$ cat config.mk
export PLATFORM = sky130hd
export DESIGN_NAME = sme_host
export DESIGN_NICKNAME = d
export VERILOG_FILES = /design/src/rtl/sme_host.sv
export SDC_FILE = /design/constraint.sdc
export NUM_CORES = 1
export LEC_CHECK = 0
export ABC_CLOCK_PERIOD_IN_PS = 4200
export CORE_ASPECT_RATIO = 1.5
export CORE_MARGIN = 2
export CORE_UTILIZATION = 57
export CTS_CLUSTER_SIZE = 30
export DETAILED_ROUTE_END_ITERATION = 10
export GPL_TIMING_DRIVEN = 0
export HOLD_SLACK_MARGIN = 0.1
export PLACE_DENSITY = 0.73
export SLEW_MARGIN = 0
export SYNTH_ARGS = -nofsm -noshare
export SYNTH_HDL_FRONTEND = slang
export SYNTH_SLANG_ARGS = --single-unit
export TNS_END_PERCENT = 5
$ cat constraint.sdc
create_clock -name clk -period 4.2 [get_ports clk]
set_clock_uncertainty 0.05 [all_clocks]
set_input_delay 1.26 -clock clk [delete_from_list [all_inputs] [get_ports clk]]
set_output_delay 1.26 -clock clk [all_outputs]
set_load 0.02 [all_outputs]
$ cat src/rtl/sme_host.sv
// sme_host: initiator side of the string-matching engine byte-stream link.
// Holds one string and one pattern, streams them to the engine, then waits
// for the engine result (or a timeout) and hands it upstream.
//
//   state    | meaning
//   ---------+---------------------------------------------------------
//   IDLE     | buffers writable, waiting for an acceptable start
//   SEND_STR | streaming string chars (isstring=1)
//   SEND_PAT | streaming pattern chars (ispattern=1)
//   WAIT     | gap/idle drive, waiting for engine valid or timeout
//   RESULT   | res_valid=1 held until res_ready
module sme_host #(
  parameter int STR_MAX = 32,
  parameter int PAT_MAX = 8,
  parameter int TIMEOUT = 64
) (
  input  logic       clk,
  input  logic       reset,
  input  logic       wr_en,
  input  logic       wr_sel,
  input  logic [7:0] wr_data,
  input  logic       buf_clr,
  input  logic       start,
  input  logic       new_str,
  output logic       busy,
  output logic [5:0] str_len,
  output logic [3:0] pat_len,
  output logic [7:0] chardata,
  output logic       isstring,
  output logic       ispattern,
  input  logic       valid,
  input  logic       match,
  input  logic [4:0] match_index,
  output logic       res_valid,
  input  logic       res_ready,
  output logic       res_match,
  output logic [4:0] res_index,
  output logic       res_timeout
);

  localparam logic [2:0] IDLE     = 3'd0;
  localparam logic [2:0] SEND_STR = 3'd1;
  localparam logic [2:0] SEND_PAT = 3'd2;
  localparam logic [2:0] WAIT     = 3'd3;
  localparam logic [2:0] RESULT   = 3'd4;

  localparam int SW = $clog2(STR_MAX);
  localparam int PW = $clog2(PAT_MAX);
  localparam int TW = $clog2(TIMEOUT);

  logic [2:0]    state;
  logic [7:0]    str_mem [STR_MAX];
  logic [7:0]    pat_mem [PAT_MAX];
  logic [5:0]    idx;
  logic [TW-1:0] tmr;
  logic          str_full;
  logic          pat_full;
  logic          load_ok;
  logic          start_ok;

  assign busy     = (state != IDLE);
  assign str_full = (str_len == 6'(STR_MAX));
  assign pat_full = (pat_len == 4'(PAT_MAX));
  assign load_ok  = reset && (state == IDLE) && !buf_clr && wr_en;
  assign start_ok = start && (pat_len != 4'd0) && (!new_str || (str_len != 6'd0));

  // Buffer storage; lengths live with the FSM so only the data is written here.
  always_ff @(posedge clk) begin
    if (load_ok && !wr_sel && !str_full) str_mem[str_len[SW-1:0]] <= wr_data;
    if (load_ok &&  wr_sel && !pat_full) pat_mem[pat_len[PW-1:0]] <= wr_data;
  end

  // Job sequencer with registered engine drive and result capture.
  always_ff @(posedge clk) begin
    if (!reset) begin
      state       <= IDLE;
      str_len     <= '0;
      pat_len     <= '0;
      chardata    <= '0;
      isstring    <= 1'b0;
      ispattern   <= 1'b0;
      res_valid   <= 1'b0;
      res_match   <= 1'b0;
      res_index   <= '0;
      res_timeout <= 1'b0;
      idx         <= '0;
      tmr         <= '0;
    end else begin
      case (state)
        IDLE: begin
          if (buf_clr) begin
            str_len <= '0;
            pat_len <= '0;
          end else if (wr_en) begin
            if (!wr_sel && !str_full) str_len <= str_len + 6'd1;
            if ( wr_sel && !pat_full) pat_len <= pat_len + 4'd1;
          end
          if (start_ok) begin
            idx <= 6'd1;
            if (new_str) begin
              state    <= SEND_STR;
              isstring <= 1'b1;
              chardata <= str_mem[0];
            end else begin
              state     <= SEND_PAT;
              ispattern <= 1'b1;
              chardata  <= pat_mem[0];
            end
          end
        end
        SEND_STR: begin
          if (idx == str_len) begin
            state     <= SEND_PAT;
            isstring  <= 1'b0;
            ispattern <= 1'b1;
            chardata  <= pat_mem[0];
            idx       <= 6'd1;
          end else begin
            chardata <= str_mem[idx[SW-1:0]];
            idx      <= idx + 6'd1;
          end
        end
        SEND_PAT: begin
          if (idx == {2'b00, pat_len}) begin
            state     <= WAIT;
            ispattern <= 1'b0;
            chardata  <= '0;
            tmr       <= TW'(TIMEOUT - 1);
          end else begin
            chardata <= pat_mem[idx[PW-1:0]];
            idx      <= idx + 6'd1;
          end
        end
        WAIT: begin
          // A valid on the last allowed cycle still wins over the timeout.
          if (valid) begin
            res_match   <= match;
            res_index   <= match_index;
            res_timeout <= 1'b0;
            res_valid   <= 1'b1;
            state       <= RESULT;
          end else if (tmr == '0) begin
            res_match   <= 1'b0;
            res_index   <= '0;
            res_timeout <= 1'b1;
            res_valid   <= 1'b1;
            state       <= RESULT;
          end else begin
            tmr <= tmr - 1'b1;
          end
        end
        RESULT: begin
          // String is kept for reuse by a later new_str=0 job.
          if (res_ready) begin
            res_valid <= 1'b0;
            pat_len   <= '0;
            state     <= IDLE;
          end
        end
        default: state <= IDLE;
      endcase
    end
  end

endmodule

# ---- After elaboration in Yosys (flattened, before gate mapping)
# Memory sizes are Yosys's and may differ from the RTL's. A register that Yosys moved wholly into a read port is not among the register bits.
# Index checks and enable logic that the tools add are counted.
dict set report totals {
  inputBits 23
  ramBits 320
  output_inout_bits 29
  ff_bits 43
  word_cells 133
  memories 2
}
dict set report classes {
  n_addsub 4
  muxes 55
  n_reduce_logical 40
  eq_ne 20
}
# memory words word_bits rd rd_ports_with_merged_regs wr line_no
set mem_list {}
lappend mem_list {str_mem 32 8 2 1 1 52} ;# logic [7:0] str_mem [STR_MAX];
lappend mem_list {pat_mem 8 8 2 1 1 53} ;# logic [7:0] pat_mem [PAT_MAX];
# operator n
set ops {}
lappend ops {{two-way mux 6 bit} 9}
lappend ops {{two-way mux 8 bit} 4}
lappend ops {{two-way mux 3 bit} 8}
lappend ops {{one-hot mux 8 bit (3 select lines)} 1}
lappend ops {{two-way mux 5 bit} 4}
lappend ops {{inequality test 2 bit, second input constant} 9}
lappend ops {{one-hot mux 6 bit (3 select lines)} 1}
lappend ops {{two-way mux 1 bit} 17}
lappend ops {{two-way mux 4 bit} 4}
lappend ops {{one-hot mux 3 bit (5 select lines)} 1}
lappend ops {{nonzero test 2 bit} 7}
lappend ops {{adder 6 x 1 -> 6 bit, second input constant} 2}
lappend ops {{one-hot mux 6 bit (2 select lines)} 1}
lappend ops {{AND reduction 4 bit} 3}
lappend ops {{logical AND 1 bit} 11}
lappend ops {{AND reduction 5 bit} 2}
lappend ops {{AND reduction 3 bit} 3}
lappend ops {{one-hot mux 4 bit (2 select lines)} 1}
lappend ops {{== test 3 x 2 -> 1 bit, second input constant} 2}
lappend ops {{== test 6 x 4 -> 1 bit} 1}
lappend ops {{== test 6 bit} 1}
lappend ops {{== test 6 bit, second input constant} 1}
lappend ops {{zero test 6 bit} 1}
lappend ops {{inequality test 3 bit, second input constant} 2}
lappend ops {{other kinds (16)} 23}

# ---- Longest topological paths before layout
dict set report logic_depth {
  depth_word 8
  mapped_depth 10
  mapped_depth_nobuf 8
}

# ---- Worst setup path before layout
# No wires, ideal clock.
dict set report synth_timing {
  kind {input port to flip-flop}
  start {input port wr_sel}
  end {memory str_mem[10][0], enable pin}
  arrival_time_ns 2.518
  path_slack_ns 1.262
  path_buffers 0
  t_required_ns 3.780
  stages 5
  path_cell_list {nand2b_1 -> a311oi_2 -> and2_1 -> nand2_1 -> nor2_1}
}
dict set report synth_via {
  elab_chain_cells 5
}
# element line_no
set synth_rtl {}
lappend synth_rtl {{start, declared} 20} ;# input logic wr_sel,
lappend synth_rtl {{zero test 1 bit} 69} ;# if (load_ok && !wr_sel && !str_full) str_mem[str_len[SW-1:0]] <= wr_data;
lappend synth_rtl {{logical AND 1 bit (2 in a row)} 69}
lappend synth_rtl {{two-way mux 1 bit} 69}
lappend synth_rtl {{two-way mux 1 bit (not written as such)} 69}
lappend synth_rtl {{end, declared} 52}
# Every way passes these cells.

# ---- Worst setup path in the final report
dict set report layout_timing {
  start {input port wr_sel}
  end {memory str_mem[31][2], enable pin}
}
# Same word-level chain as after synthesis.

==> impl_metrics.csv <==
group,metric,value,unit
routing,drcViolationCount,0,
synth,syn_area_per_cell,15.9,sq um
status,status,"finished, final reports clean",
cts,clk_path_buf_depth,3,
floorplanning,fp.dieH,204,um
routing,wire_per_inst,25.8,um
sta,fin_setup_tns,0,ps
pwr,combPwrFrac,10.0,%
grt,grt-ovfl-total,0,
cts,cts_tree,"built",
cts,clock_sinks,368,
sta,slew_headroom,14.0,%
sta,drv_slew,0,
sta,holdWs,449,ps
synth,ys_ff_latch,368,
cells_and_area,diodes,0,
floorplanning,fp.dieW,138,um
floorplanning,design.die.area,0.0281,sq mm
cts,cts-hold-fix-buffers,0,
worst_setup_path,path_class,"input port to register",
grt,grt_pass1_vias,8969,
cts,cts_setup_buffers,0,
cells_and_area,final_core_util,65.4,%
worst_setup_path,arrival,3610,ps
floorplanning,io-pin-count,52,
placed_design,hpwl,24.7,mm
grt,antenna_found_initial,0,
pwr,ir_worst_vdd,0.300,mV
synth,syn_inst,962,
synth,netlist_area,0.0153,sq mm
pwr,pwr-share-seq,51.4,%
placed_design,io_buffers,51,
worst_hold_path,hp-class,"register to register",
pwr,intPower,0.00610,W
job,max_cap_viol_count,0,
synth,synthArstFlopShare,0,%
worst_setup_path,startpoint,"wr_sel",
cts,cts_buffers,34,
floorplanning,rows,73,
cells_and_area,syn_to_final_growth,13.0,%
routing,wl,36.4,mm
worst_setup_path,reg2reg_from,"str_len[0]$_SDFFE_PN0P_",
pwr,p_sw_share,22.9,%
pwr,leakage,5.44,nW
floorplanning,core_area,0.0264,sq mm
cells_and_area,fin_area,0.0173,sq mm
worst_setup_path,critPathMaxFanout,8,
grt,grtUsageTotal,26.6,%
cells_and_area,final_nets,1081,
sta,grt_setup_unrepaired,"false",
synth,synthFlopType,"edfxtp_1",
cts,ctsHtreeMaxLevel,2,
cts,cts_resized,0,
routing,vias,8909,
sta,finalCriticalPeriod,3520,ps
cts,clk_pin_slew,60,ps
synth,ys_seq_area_share,69.2,%
pwr,powerDensity,459,mW/mm^2
placed_design,place_congestion,0.904,
routing,first_iter_violations,952,
worst_setup_path,required,4290,ps
sta,tightest_slew,1280,ps
placed_design,post_dp_cell_area,0.0162,sq mm
cells_and_area,drive_gt1_share,14.5,%
synth,syn_nets,994,
sta,final-setup-viol-count,0,
pwr,p_sw,0.00182,W
routing,ant_nets,0,
synth,ys_warn_count,0,
sta,post-route-period-util,83.8,%
grt,grt_first_pass_wirelength,53.8,mm
worst_setup_path,worst_setup_path_start_kind,"input port",
routing,drtPass1Iterations,6,
routing,via_per_inst,6.32,
grt,grt_max_degree,41,
worst_hold_path,min_from,"res_valid$_SDFFE_PN0P_",
pwr,pwr-share-clk,38.6,%
worst_setup_path,worstSetupEndpointType,"register",
synth,synth_cell_type_count,65,
cts,clockRootBuffer,"clkbuf_16",
synth,synth_edf_count,320,
sta,fmax,284,MHz
sta,hold_viol,0,
cts,clk_latency,520,ps
floorplanning,initial_core_util,57.8,%
-- power groups by stage --
stage	sequential (W)	clock [W]	combinational [W]
2_1_floorplan	0.00416	0	0.000452
3_3_place_gp	0.00415	0	0.000769
3_5_place_dp	0.00415	0	0.000780
4_1_cts	0.00407	0.00309	0.000787
5_1_grt	0.00407	0.00323	0.000846
6_report	0.00407	0.00306	0.000790
-- cells in the final DEF, fill, tap and decap left out, drive strengths merged, types with 10 or more instances in the layout --
cell and instances:
a21oi 35, a221oi 11, a22oi 22, a31oi 13
buf 46, clkbuf 53, clkdlybuf4s50 43, clkinv 12
dfxtp 48, edfxtp 320, inv 16, mux2i 103
mux4 36, nand2 45, nand3 35, nor2 55
nor2b 12, nor3 10, o21ai 20, xor2 13
-- layer usage --
layer / up-vias / part of all wire, % / GRT usage (%)
met5: - / 0 / 0
met2: 374 / 52 / 47.0
met3: 91 / 6.2 / 3.82
met4: 0 / 4.6 / 11.9
li1: 3923 / - / -
met1: 4521 / 37 / 31.9
-- area by class of cell --
cell class              count  area (sq um)
plain buffers              50           297
clock inverters            18           193
clock buffers              41           898
flip-flops and latches    368         10600
repair buffers             51           470
fillers                  1887          9140
inverters                  14          52.6
well taps                 337           422
multi-input cells         530          4350
-- state kept, by name, summed over array words and instances (netlist names), named ones only --
register	count
isstring	1
ispattern	1
res_match	1
res_valid	1
idx	6
chardata	8
tmr	6
str_len	6
state	3
res_timeout	1
str_mem	256
pat_mem	64
res_index	5
pat_len	4
-- synth_stat cells (18+ instances only) --
cell | count | area [sq um]
a21oi_1 | 34 | 170
a22oi_1 | 22 | 165
buf_2 | 18 | 90.1
dfxtp_1 | 48 | 961
edfxtp_1 | 320 | 9610
mux2i_1 | 103 | 1030
mux4_2 | 32 | 721
nand2_1 | 45 | 169
nand3_1 | 34 | 170
nor2_1 | 54 | 203
o21ai_0 | 19 | 95.1
-- critical path: stages --
cell             delay [ps]
clkdlybuf4s50_1         410
nand2b_1                160
a311oi_2                380
and2_1                  270
nand2_1                 290
nor2_1                  830
-- metrics by stage --
step | power, W | instances | setup slack [ps]
2_1_floorplan | 0.00461 | 962 | 1260
3_3_place_gp | 0.00492 | 1350 | 177
3_5_place_dp | 0.00493 | 1350 | 139
4_1_cts | 0.00795 | 1409 | 674
5_1_grt | 0.00815 | 1409 | 519
6_report | 0.00792 | 1409 | 682
-- worst paths after layout --
kind | slack [ps] | depth (start not counted) | end
max | 680 | 6 | str_mem[31][2]$_DFFE_PP_
min | 450 | 2 | res_valid$_SDFFE_PN0P_
max reg2reg | 1060 | 6 | str_mem[31][2]$_DFFE_PP_
min reg2reg | 450 | 2 | res_valid$_SDFFE_PN0P_
-- logic make-up (layout without fill, tap and decap cells) --
kind of cell / count (synthesis) / count (layout) / share of synthesized area [%]
compound gates: 144 / 144 / 6.52
xor+xnor: 21 / 21 / 1.20
fa+ha+maj: 9 / 9 / 0.738
buf+inv: 64 / 174 / 2.29
flops: 368 / 368 / 69.2
mux: 148 / 148 / 12.9
simple gates: 208 / 208 / 7.16
Power figures use the tool's default switching activity.
